`src/rtl/pcie_wrr_arb_pkg.sv`:
```
// Shared definitions for the PCIe weighted round-robin posted-write arbiter:
// config register offsets, size limits and the arbiter state encoding.
package pcie_wrr_arb_pkg;

    localparam int MAX_CH   = 8;
    localparam int WEIGHT_W = 4;
    localparam int COUNT_W  = 16;

    localparam logic [7:0] REG_CTRL        = 8'h00;
    localparam logic [7:0] REG_MASK        = 8'h04;
    localparam logic [7:0] REG_STATUS      = 8'h08;
    localparam logic [7:0] REG_WEIGHT_BASE = 8'h10;
    localparam logic [7:0] REG_COUNT_BASE  = 8'h40;

    typedef enum logic {
        IDLE = 1'b0,
        BUSY = 1'b1
    } arbState_e;

endpackage

```
`src/rtl/pcie_wrr_arbiter_if.sv`:
```
// Bus bundle for pcie_wrr_arbiter.
//   req*           : N_CH flattened posted-write request channels (valid/ready)
//   Arb*           : Avalon-MM write master toward PCIe, plus granted channel
//   ArbConf*       : Avalon-MM config slave (8-bit byte address, 32-bit data)
// Modport master is the arbiter's view; slave is the surrounding system.
interface pcie_wrr_arbiter_if #(
    parameter int N_CH   = 4,
    parameter int ADDR_W = 64
);
    localparam int CH_W = (N_CH > 1) ? $clog2(N_CH) : 1;

    logic [N_CH-1:0]        reqValid;
    logic [N_CH-1:0]        reqReady;
    logic [N_CH*ADDR_W-1:0] reqAddr;
    logic [N_CH*32-1:0]     reqData;
    logic [N_CH*4-1:0]      reqByteEnable;

    logic [ADDR_W-1:0]      ArbAddress;
    logic [31:0]            ArbWriteData;
    logic [3:0]             ArbByteEnable;
    logic                   ArbChipSelect;
    logic                   ArbWrite;
    logic                   ArbWaitRequest;
    logic [CH_W-1:0]        ArbGrantCh;

    logic                   ArbConfChipSelect_i;
    logic                   ArbConfWrite_i;
    logic                   ArbConfRead_i;
    logic [7:0]             ArbConfAddress_i;
    logic [31:0]            ArbConfWriteData_i;
    logic [3:0]             ArbConfByteEnable_i;
    logic [31:0]            ArbConfReadData_o;
    logic                   ArbConfWaitRequest_o;

    modport master (
        input  reqValid, reqAddr, reqData, reqByteEnable, ArbWaitRequest,
               ArbConfChipSelect_i, ArbConfWrite_i, ArbConfRead_i,
               ArbConfAddress_i, ArbConfWriteData_i, ArbConfByteEnable_i,
        output reqReady, ArbAddress, ArbWriteData, ArbByteEnable,
               ArbChipSelect, ArbWrite, ArbGrantCh,
               ArbConfReadData_o, ArbConfWaitRequest_o
    );

    modport slave (
        output reqValid, reqAddr, reqData, reqByteEnable, ArbWaitRequest,
               ArbConfChipSelect_i, ArbConfWrite_i, ArbConfRead_i,
               ArbConfAddress_i, ArbConfWriteData_i, ArbConfByteEnable_i,
        input  reqReady, ArbAddress, ArbWriteData, ArbByteEnable,
               ArbChipSelect, ArbWrite, ArbGrantCh,
               ArbConfReadData_o, ArbConfWaitRequest_o
    );
endinterface

```
`src/rtl/pcie_wrr_rr_pick.sv`:
```
// Rotating-priority encoder: returns the first set bit of eligible found by
// scanning upward from pointer and wrapping modulo N_CH.
//   eligible : per-channel request-eligible vector
//   pointer  : channel with highest priority this cycle
//   hit      : at least one channel eligible
//   index    : winning channel (0 when no hit)
module pcie_wrr_rr_pick #(
    parameter int N_CH = 4,
    parameter int CH_W = 2
) (
    input  logic [N_CH-1:0] eligible,
    input  logic [CH_W-1:0] pointer,
    output logic            hit,
    output logic [CH_W-1:0] index
);
    int j;

    // Walk from farthest to nearest so the nearest eligible channel is the
    // last assignment and therefore wins.
    always_comb begin
        hit   = 1'b0;
        index = '0;
        j     = 0;
        for (int k = N_CH - 1; k >= 0; k--) begin
            j = int'(pointer) + k;
            if (j >= N_CH) j = j - N_CH;
            if (eligible[j]) begin
                hit   = 1'b1;
                index = CH_W'(j);
            end
        end
    end
endmodule

```
`src/rtl/pcie_wrr_arbiter.sv`:
```
// Weighted round-robin arbiter merging N_CH posted-write request channels onto
// one PCIe Avalon-MM write master, with an Avalon-MM config slave
// (CTRL, MASK, STATUS, WEIGHT[i], COUNT[i]).
//   clock, reset : system clock, asynchronous active-high reset
//   bus          : pcie_wrr_arbiter_if.master (request channels, write master,
//                  config slave)
// Optional: define PCIE_WRR_ARB_STATS_EN to build per-channel saturating
// beat counters readable at COUNT[i]; otherwise COUNT reads 0.
//
// state | meaning
// IDLE  | no beat on the master; accept the first eligible channel from rrPtr
// BUSY  | beat of grantCh on the master; held while ArbWaitRequest is high
module pcie_wrr_arbiter
    import pcie_wrr_arb_pkg::*;
#(
    parameter int N_CH   = 4,
    parameter int ADDR_W = 64
) (
    input logic                clock,
    input logic                reset,
    pcie_wrr_arbiter_if.master bus
);
    localparam int CH_W = (N_CH > 1) ? $clog2(N_CH) : 1;

    arbState_e           state;
    logic [CH_W-1:0]     grantCh, rrPtr, nextPtr, pickPtr, pickIdx, acceptCh;
    logic [WEIGHT_W-1:0] burstCnt, effWeight;
    logic [WEIGHT_W-1:0] weight [N_CH];
    logic [N_CH-1:0]     mask, eligible, reqReadyC;
    logic                ctrlEn, pickHit, acceptValid, beatDone, sameOk;

    logic [ADDR_W-1:0]   addrQ;
    logic [31:0]         dataQ;
    logic [3:0]          beQ;
    logic                chipSelQ;

    logic                cfgWr, cfgRdStart, rdPending;
    logic [31:0]         rdMux, rdDataQ;

    assign eligible  = bus.reqValid & mask & {N_CH{ctrlEn}};
    assign nextPtr   = (grantCh == CH_W'(N_CH - 1)) ? '0 : grantCh + CH_W'(1);
    assign effWeight = (weight[grantCh] == '0) ? WEIGHT_W'(1) : weight[grantCh];
    assign beatDone  = (state == BUSY) && !bus.ArbWaitRequest;
    assign sameOk    = (burstCnt < effWeight) && eligible[grantCh];
    // While a beat is finishing, the next winner is searched from the channel
    // after the current owner.
    assign pickPtr   = (state == BUSY) ? nextPtr : rrPtr;

    pcie_wrr_rr_pick #(.N_CH(N_CH), .CH_W(CH_W)) uPick (
        .eligible (eligible),
        .pointer  (pickPtr),
        .hit      (pickHit),
        .index    (pickIdx)
    );

    always_comb begin
        acceptValid = 1'b0;
        acceptCh    = pickIdx;
        if (state == IDLE) begin
            acceptValid = pickHit;
        end else if (beatDone) begin
            if (sameOk) begin
                acceptValid = 1'b1;
                acceptCh    = grantCh;
            end else begin
                acceptValid = pickHit;
            end
        end
    end

    always_comb begin
        reqReadyC = '0;
        if (acceptValid) reqReadyC[acceptCh] = 1'b1;
    end

    always_ff @(posedge clock or posedge reset) begin
        if (reset) begin
            state    <= IDLE;
            grantCh  <= '0;
            rrPtr    <= '0;
            burstCnt <= '0;
            addrQ    <= '0;
            dataQ    <= '0;
            beQ      <= '0;
            chipSelQ <= 1'b0;
        end else if (acceptValid) begin
            state    <= BUSY;
            grantCh  <= acceptCh;
            chipSelQ <= 1'b1;
            addrQ    <= bus.reqAddr[int'(acceptCh)*ADDR_W +: ADDR_W];
            dataQ    <= bus.reqData[int'(acceptCh)*32 +: 32];
            beQ      <= bus.reqByteEnable[int'(acceptCh)*4 +: 4];
            if (state == BUSY && sameOk) begin
                burstCnt <= burstCnt + WEIGHT_W'(1);
            end else begin
                burstCnt <= WEIGHT_W'(1);
            end
            if (state == BUSY && !sameOk) rrPtr <= nextPtr;
        end else if (beatDone) begin
            state    <= IDLE;
            chipSelQ <= 1'b0;
            burstCnt <= '0;
            rrPtr    <= nextPtr;
        end
    end

    assign bus.reqReady      = reqReadyC;
    assign bus.ArbAddress    = addrQ;
    assign bus.ArbWriteData  = dataQ;
    assign bus.ArbByteEnable = beQ;
    assign bus.ArbChipSelect = chipSelQ;
    assign bus.ArbWrite      = chipSelQ;
    assign bus.ArbGrantCh    = grantCh;

    // Config slave: writes complete immediately, reads take two cycles.
    assign cfgWr      = bus.ArbConfChipSelect_i && bus.ArbConfWrite_i;
    assign cfgRdStart = bus.ArbConfChipSelect_i && bus.ArbConfRead_i && !rdPending;

`ifdef PCIE_WRR_ARB_STATS_EN
    logic [COUNT_W-1:0] countQ [N_CH];

    // A COUNT write in the same cycle as a completing beat clears the counter.
    always_ff @(posedge clock or posedge reset) begin
        if (reset) begin
            for (int i = 0; i < N_CH; i++) countQ[i] <= '0;
        end else begin
            for (int i = 0; i < N_CH; i++) begin
                if (cfgWr && bus.ArbConfAddress_i == REG_COUNT_BASE + 8'(4*i)) begin
                    countQ[i] <= '0;
                end else if (beatDone && grantCh == CH_W'(i) && countQ[i] != '1) begin
                    countQ[i] <= countQ[i] + COUNT_W'(1);
                end
            end
        end
    end
`endif

    // Exact-address compares leave unaligned, unmapped and out-of-range
    // channel offsets reading as zero.
    always_comb begin
        rdMux = '0;
        case (bus.ArbConfAddress_i)
            REG_CTRL:   rdMux[0] = ctrlEn;
            REG_MASK:   rdMux[N_CH-1:0] = mask;
            REG_STATUS: begin
                rdMux[0]         = (state == BUSY);
                rdMux[8 +: CH_W] = grantCh;
            end
            default: ;
        endcase
        for (int i = 0; i < N_CH; i++) begin
            if (bus.ArbConfAddress_i == REG_WEIGHT_BASE + 8'(4*i)) begin
                rdMux[WEIGHT_W-1:0] = weight[i];
            end
`ifdef PCIE_WRR_ARB_STATS_EN
            if (bus.ArbConfAddress_i == REG_COUNT_BASE + 8'(4*i)) begin
                rdMux[COUNT_W-1:0] = countQ[i];
            end
`endif
        end
    end

    always_ff @(posedge clock or posedge reset) begin
        if (reset) begin
            ctrlEn    <= 1'b1;
            mask      <= '1;
            rdPending <= 1'b0;
            rdDataQ   <= '0;
            for (int i = 0; i < N_CH; i++) weight[i] <= WEIGHT_W'(1);
        end else begin
            rdPending <= cfgRdStart;
            rdDataQ   <= cfgRdStart ? rdMux : '0;
            // Every writable field sits in byte lane 0.
            if (cfgWr && bus.ArbConfByteEnable_i[0]) begin
                if (bus.ArbConfAddress_i == REG_CTRL) ctrlEn <= bus.ArbConfWriteData_i[0];
                if (bus.ArbConfAddress_i == REG_MASK) mask <= bus.ArbConfWriteData_i[N_CH-1:0];
                for (int i = 0; i < N_CH; i++) begin
                    if (bus.ArbConfAddress_i == REG_WEIGHT_BASE + 8'(4*i)) begin
                        weight[i] <= bus.ArbConfWriteData_i[WEIGHT_W-1:0];
                    end
                end
            end
        end
    end

    assign bus.ArbConfReadData_o    = rdDataQ;
    assign bus.ArbConfWaitRequest_o = cfgRdStart;
endmodule

```
`src/flat_wrapper.sv`:
```
// flat-port wrapper written by rule: the top's interface ports become plain ports
module pcie_wrr_arbiter_flat import pcie_wrr_arb_pkg::*;
#(
    parameter int N_CH   = 4,
    parameter int ADDR_W = 64
)
  (clock, reset, bus_reqValid, bus_reqAddr, bus_reqData, bus_reqByteEnable, bus_ArbWaitRequest, bus_ArbConfChipSelect_i, bus_ArbConfWrite_i, bus_ArbConfRead_i, bus_ArbConfAddress_i, bus_ArbConfWriteData_i, bus_ArbConfByteEnable_i, bus_reqReady, bus_ArbAddress, bus_ArbWriteData, bus_ArbByteEnable, bus_ArbChipSelect, bus_ArbWrite, bus_ArbGrantCh, bus_ArbConfReadData_o, bus_ArbConfWaitRequest_o);
  pcie_wrr_arbiter_if #(.N_CH(N_CH), .ADDR_W(ADDR_W)) bus_i ();
  input logic clock;
  input logic reset;
  input wire logic [$bits(bus_i.reqValid)-1:0] bus_reqValid;
  input wire logic [$bits(bus_i.reqAddr)-1:0] bus_reqAddr;
  input wire logic [$bits(bus_i.reqData)-1:0] bus_reqData;
  input wire logic [$bits(bus_i.reqByteEnable)-1:0] bus_reqByteEnable;
  input wire logic [$bits(bus_i.ArbWaitRequest)-1:0] bus_ArbWaitRequest;
  input wire logic [$bits(bus_i.ArbConfChipSelect_i)-1:0] bus_ArbConfChipSelect_i;
  input wire logic [$bits(bus_i.ArbConfWrite_i)-1:0] bus_ArbConfWrite_i;
  input wire logic [$bits(bus_i.ArbConfRead_i)-1:0] bus_ArbConfRead_i;
  input wire logic [$bits(bus_i.ArbConfAddress_i)-1:0] bus_ArbConfAddress_i;
  input wire logic [$bits(bus_i.ArbConfWriteData_i)-1:0] bus_ArbConfWriteData_i;
  input wire logic [$bits(bus_i.ArbConfByteEnable_i)-1:0] bus_ArbConfByteEnable_i;
  output wire logic [$bits(bus_i.reqReady)-1:0] bus_reqReady;
  output wire logic [$bits(bus_i.ArbAddress)-1:0] bus_ArbAddress;
  output wire logic [$bits(bus_i.ArbWriteData)-1:0] bus_ArbWriteData;
  output wire logic [$bits(bus_i.ArbByteEnable)-1:0] bus_ArbByteEnable;
  output wire logic [$bits(bus_i.ArbChipSelect)-1:0] bus_ArbChipSelect;
  output wire logic [$bits(bus_i.ArbWrite)-1:0] bus_ArbWrite;
  output wire logic [$bits(bus_i.ArbGrantCh)-1:0] bus_ArbGrantCh;
  output wire logic [$bits(bus_i.ArbConfReadData_o)-1:0] bus_ArbConfReadData_o;
  output wire logic [$bits(bus_i.ArbConfWaitRequest_o)-1:0] bus_ArbConfWaitRequest_o;
  assign bus_i.reqValid = bus_reqValid;
  assign bus_i.reqAddr = bus_reqAddr;
  assign bus_i.reqData = bus_reqData;
  assign bus_i.reqByteEnable = bus_reqByteEnable;
  assign bus_i.ArbWaitRequest = bus_ArbWaitRequest;
  assign bus_i.ArbConfChipSelect_i = bus_ArbConfChipSelect_i;
  assign bus_i.ArbConfWrite_i = bus_ArbConfWrite_i;
  assign bus_i.ArbConfRead_i = bus_ArbConfRead_i;
  assign bus_i.ArbConfAddress_i = bus_ArbConfAddress_i;
  assign bus_i.ArbConfWriteData_i = bus_ArbConfWriteData_i;
  assign bus_i.ArbConfByteEnable_i = bus_ArbConfByteEnable_i;
  assign bus_reqReady = bus_i.reqReady;
  assign bus_ArbAddress = bus_i.ArbAddress;
  assign bus_ArbWriteData = bus_i.ArbWriteData;
  assign bus_ArbByteEnable = bus_i.ArbByteEnable;
  assign bus_ArbChipSelect = bus_i.ArbChipSelect;
  assign bus_ArbWrite = bus_i.ArbWrite;
  assign bus_ArbGrantCh = bus_i.ArbGrantCh;
  assign bus_ArbConfReadData_o = bus_i.ArbConfReadData_o;
  assign bus_ArbConfWaitRequest_o = bus_i.ArbConfWaitRequest_o;
  pcie_wrr_arbiter #(.N_CH(N_CH), .ADDR_W(ADDR_W)) u_core (.clock(clock), .reset(reset), .bus(bus_i));
endmodule
```
`config.mk`:
```
export PLATFORM = sky130hd
export DESIGN_NAME = pcie_wrr_arbiter_flat
export DESIGN_NICKNAME = d
export VERILOG_FILES = /design/src/rtl/pcie_wrr_arb_pkg.sv /design/src/rtl/pcie_wrr_arbiter_if.sv /design/src/rtl/pcie_wrr_rr_pick.sv /design/src/rtl/pcie_wrr_arbiter.sv /design/src/flat_wrapper.sv
export SDC_FILE = /design/constraint.sdc
export NUM_CORES = 1
export LEC_CHECK = 0
export BUFFER_PORTS_ARGS = -buffer_cell sky130_fd_sc_hd__clkbuf_2
export CAP_MARGIN = 20
export CORE_AREA = 5 5 228 230
export DETAILED_ROUTE_END_ITERATION = 16
export DIE_AREA = 0 0 233 235
export PLACE_DENSITY = 0.46
export RECOVER_POWER = 50
export SETUP_SLACK_MARGIN = 0.3
export SLEW_MARGIN = 10
export SYNTH_ARGS = -nofsm -noshare
export SYNTH_HDL_FRONTEND = slang
export SYNTH_SLANG_ARGS = --single-unit
```
`constraint.sdc`:
```
create_clock -name clock -period 5.17 [get_ports clock]
set_clock_uncertainty 0.2 [all_clocks]
set_input_delay 0.2585 -clock clock [delete_from_list [all_inputs] [get_ports clock]]
set_output_delay 0.2585 -clock clock [all_outputs]
set_load 0.02 [all_outputs]
```
==> impl_results.md, run 1 <==
- Post-synth top area share: 0.376
- Synthesis-stage register bit count: 137
- Cell taking the most area after synthesis: dfrtp_1
- Status: stopped before the end
- Setup repair bufs after CTS: 0
- Stop err: [ERROR RSZ-0060] Max buffer count reached.
- Synth warn: 0
- Last stage: clock tree synthesis
- Sink Count: 137
- Fraction of registers with async set/reset: 1.00
- Sequential share of the synthesized area: 0.404
- Die width: 233 µm
- DP Wirelength: 26800 µm
- H-tree depth: 4
- CTS Buf Count: 17
- Root buffer cell: clkbuf_16
- CTS resizes: 0
- Number of port buffers: 537
- Die Span Y: 235 µm
- Routability cong.: 0.867
- Count of flip-flops with a built-in enable after synthesis: 0
- Initial Util: 0.172
- # hold bufs at CTS: 400
- Clock buffer depth: 2
- Ys flop type: dfrtp_1
- Num rows: 82
- Cell count after synthesis: 789
- Mapped Avg Cell Area: 10.8 µm²
- I/O pin total: 595
- Most area-consuming cells after synthesis: dfrtp_1 38%, mux2i_1 24%, o221ai_1 10%, nand2_1 5.6%, buf_6 3.8%
- Mapped cell area: 8520 µm²
- Unique masters post-synth: 44
-- cells by family after synthesis --
| family | Yosys count | synth area share |
|---|---|---|
| compound gates | 135 | 0.130 |
| fa+ha+maj | 5 | 0.00734 |
| buf+inv | 98 | 0.0818 |
| flops | 137 | 0.404 |
| mux | 236 | 0.288 |
| other cells | 1 | 0.000440 |
| simple gates | 177 | 0.0888 |
-- cell usage after synthesis, drive strengths merged (6+ instances only) --
library cell and n:
o21ai 7, mux2i 206, clkbuf 26, a21oi 11, nor3 6, mux2 25, inv 9, nand2 127
dfrtp 128, o221ai 99, dfstp 9, buf 63, nor2 14, nand3 8
-- metrics by stage --
stage	cells	worst slack [ps]	hold WS [ps]	instance area, µm²	util
detailed placement	1958	924	186	11800	0.237
global placement	1958	942	183	11800	0.237
floorplan	814	1060	209	8620	-
==> inputs of run 2 (changes only) <==
Settings changed: CORE_AREA 5 5 228 230 to 5 5 226 228, DIE_AREA 0 0 233 235 to 0 0 231 233, PLACE_DENSITY 0.46 to not set, PLACE_DENSITY_LB_ADDON set to 0.15, SETUP_SLACK_MARGIN 0.3 to not set.
==> run 2 against run 1 <==
Compared with the run above: the flow now finishes, with violations (max-capacitance violations, max-slew violations); synthesized cell count is the same; synthesized area stayed put.
==> impl_results.md, run 2 <==
- Switching Share: 0.248
- Fraction of registers with async set/reset: 1.00
- HP Class: in -> reg
- Pwr dens: 183 nW/µm²
- Die Footprint: 53800 µm²
- Most area-consuming cells after synthesis: dfrtp_1 38%, mux2i_1 24%, o221ai_1 10%, nand2_1 5.6%, buf_6 3.8%
- CTS Buf Count: 17
- Cell taking the most area after synthesis: dfrtp_1
- Synth warn: 0
- Vias in the first global route: 10900
- Crit path launch type: flip-flop
- CTS tree: yes
- Placed cell count: 1906
- Clock Power Share: 0.455
- FF+latch area: 3440 µm²
- Die Span Y: 233 µm
- Rel. slew slack: -0.706
- Worst-path cell chain: mux4_2 -> inv_1 -> ha_1 -> nor2_1 -> or4b_1 -> a211o_2 -> nor2_4 -> mux2i_4 -> buf_12 -> mux2i_1 -> dlygate4sd3_1 -> o221ai_1 -> dlygate4sd3_1
- H-tree depth: 4
- First-pass GRT wire length: 61000 µm
- Commonest non-fill, non-tap cells in the layout: 429 x clkbuf_2, 358 x dlygate4sd3_1, 205 x mux2i_1
- Final min period: 4930 ps
- Largest net degree at the start of global routing: 62
- Initial antenna violation count: 0
- Commonest non-fill, non-tap cell in the layout: clkbuf_2
- Unique masters post-synth: 44
- Router iterations before antenna repair: 6
- FILL cells: 5021
- Max reg flops: 64
- Placed cell area: 11700 µm²
- Number of port buffers: 537
- Critical path arrival: 5080 ps
- Global-route usage over all layers: 0.147
- Clock Latency Late Sink: 470 ps
- Root buffer cell: clkbuf_16
- Period Utilization, post-route: 0.954
- MaxCap Viol Count: 1
- Sink Count: 137
- Hold Path Depth: 3
- Critical-path top delay cell: dlygate4sd3_1
- Area delta synth->final: 85.7%
- Total negative slack: 0 ps
- Nets: 2123
- Critical Path Most Common Cell: dlygate4sd3_1
- CP Max Fanout: 60
- Max stage delay on crit path: 580 ps
- Cell count after synthesis: 789
- Mapped cell area: 8520 µm²
- Area of the multi-input gates: 4520 µm²
- Status: complete, but fails checks
- Commonest cells in the netlist: 206 x mux2i_1, 128 x dfrtp_1, 127 x nand2_1
- Final std cells w/o fill: 2299
- Endpoint type of the worst setup path: flip-flop
- # setup viols final: 0
- DP Wirelength: 30100 µm
- Share of layout cells above drive strength 1: 0.318
- Initial DRC count: 332
- Vias/cell: 4.27
- Fmax: 0.203 GHz
- Failing checks: max-capacitance violations, max-slew violations
- Total gr overflow: 0
- Sequential share of power: 0.375
- Mapped Avg Cell Area: 10.8 µm²
- Wirelength per Cell: 17.7 µm
- Final hold violation count: 0
- Dominant cell by count in the synthesized netlist: mux2i_1
- Peak VDD IR: 0.222 mV
- Routability cong.: 0.822
- Worst reg-to-reg path cell count: 13
- Die width: 231 µm
- Worst-margin pin slew: 2540 ps
- Sequential share of the synthesized area: 0.404
- I/O pin total: 595
- Comb power frac: 0.170
- Wirelength, routed: 40800 µm
- Worst setup path class: reg -> reg
- Core Footprint: 48600 µm²
- Count of flip-flops with a built-in enable after synthesis: 0
- Internal: 2.18 mW
- Leak Pwr: 8.78 nW
- ANT nets after route: 0
- Design area: 15800 µm²
- WP data required: 5320 ps
- CTS clk-pin slew, worst paths: 60 ps
- Initial Util: 0.175
- DRC viols: 0
- Vias: 9808
- # diodes: 0
- Num rows: 81
- Sw Pwr: 720 µW
- Ys flop type: dfrtp_1
- Clock buffer depth: 2
- Fin. max-slew vios: 55
- Synthesis-stage register bit count: 137
- Post-synth top area share: 0.376
[run 2: cell counts after synthesis]
No cell type changed its count.
[run 2: routing by layer]
layer  GRT usage  vias up  part of all wire
li1            -     4680                 -
met1       0.164     4728              0.38
met2       0.273      348              0.54
met3      0.0331       52             0.056
met4      0.0531        0             0.025
met5           0        -                 0
[run 2: power by group through the flow]
stage          clock, mW  combinational (mW)  sequential, mW
2_1_floorplan          0               0.114            1.11
3_3_place_gp           0               0.313            1.11
3_5_place_dp           0               0.312            1.11
4_1_cts             1.38               0.497            1.09
5_1_grt             1.43               0.542            1.09
6_report            1.32               0.494            1.09
[run 2: kinds of logic after synthesis]
| group | after synthesis | share of synthesized area |
|---|---|---|
| compound gates | 135 | 0.130 |
| simple gates | 177 | 0.0888 |
| other cells | 1 | 0.000440 |
| buf+inv | 98 | 0.0818 |
| fa+ha+maj | 5 | 0.00734 |
| mux | 236 | 0.288 |
| flops | 137 | 0.404 |
[run 2: layout make-up]
| class | count | share of cell area |
|---|---|---|
| Sequential cell | 137 | 0.217 |
| Multi-Input combinational cell | 579 | 0.286 |
| Clock buffer | 19 | 0.0286 |
| Clock inverter | 13 | 0.0104 |
| Inverter | 9 | 0.00221 |
| Timing Repair Buffer | 920 | 0.407 |
| Tap cell | 622 | 0.0492 |
[run 2: worst paths after layout]
check                                                        to                      from  slack, ps
worst min-delay path            u_core.bus.ArbConfReadData_o[0]         bus_ArbConfRead_i         70
worst min register to register         u_core.bus.ArbAddress[9]  u_core.bus.ArbAddress[9]        280
max in group asynchronous           u_core.bus.ArbWriteData[10]                     reset       2320
min in group asynchronous             u_core.bus.ArbAddress[23]                     reset        830
worst max-delay path                  u_core.bus.ArbAddress[14]  u_core.bus.ArbGrantCh[0]        240
worst max register to register        u_core.bus.ArbAddress[14]  u_core.bus.ArbGrantCh[0]        240
[run 2: critical path, delay by kind of cell, from the launching register on]
family                     cells  cell delay [ps]
adders and majority gates      1              190
and+or+nand+nor                3              770
buffers and inverters          4             1580
AOI/OAI and AO/OA              2              520
muxes                          3              950
DFF                            1              500
[run 2: per-stage QoR]
step	hold slack (ps)	total power, mW	util	setup WS (ps)
3_3_place_gp	161	1.42	0.240	868
5_1_grt	68.0	3.06	0.325	-3.91
6_report	72.3	2.90	0.325	236
4_1_cts	13.6	2.97	0.327	17.7
2_1_floorplan	209	1.23	-	1060
3_5_place_dp	164	1.42	0.241	847
[run 2: repair_timing]
action	in CTS	in global routing
endpoints found under the hold margin	179	0
hold buffers	358	0
setup endpoints to repair	0	46
setup buffers	0	2
resized for setup	0	5
Note: power is estimated with default switching activity, not from simulation.
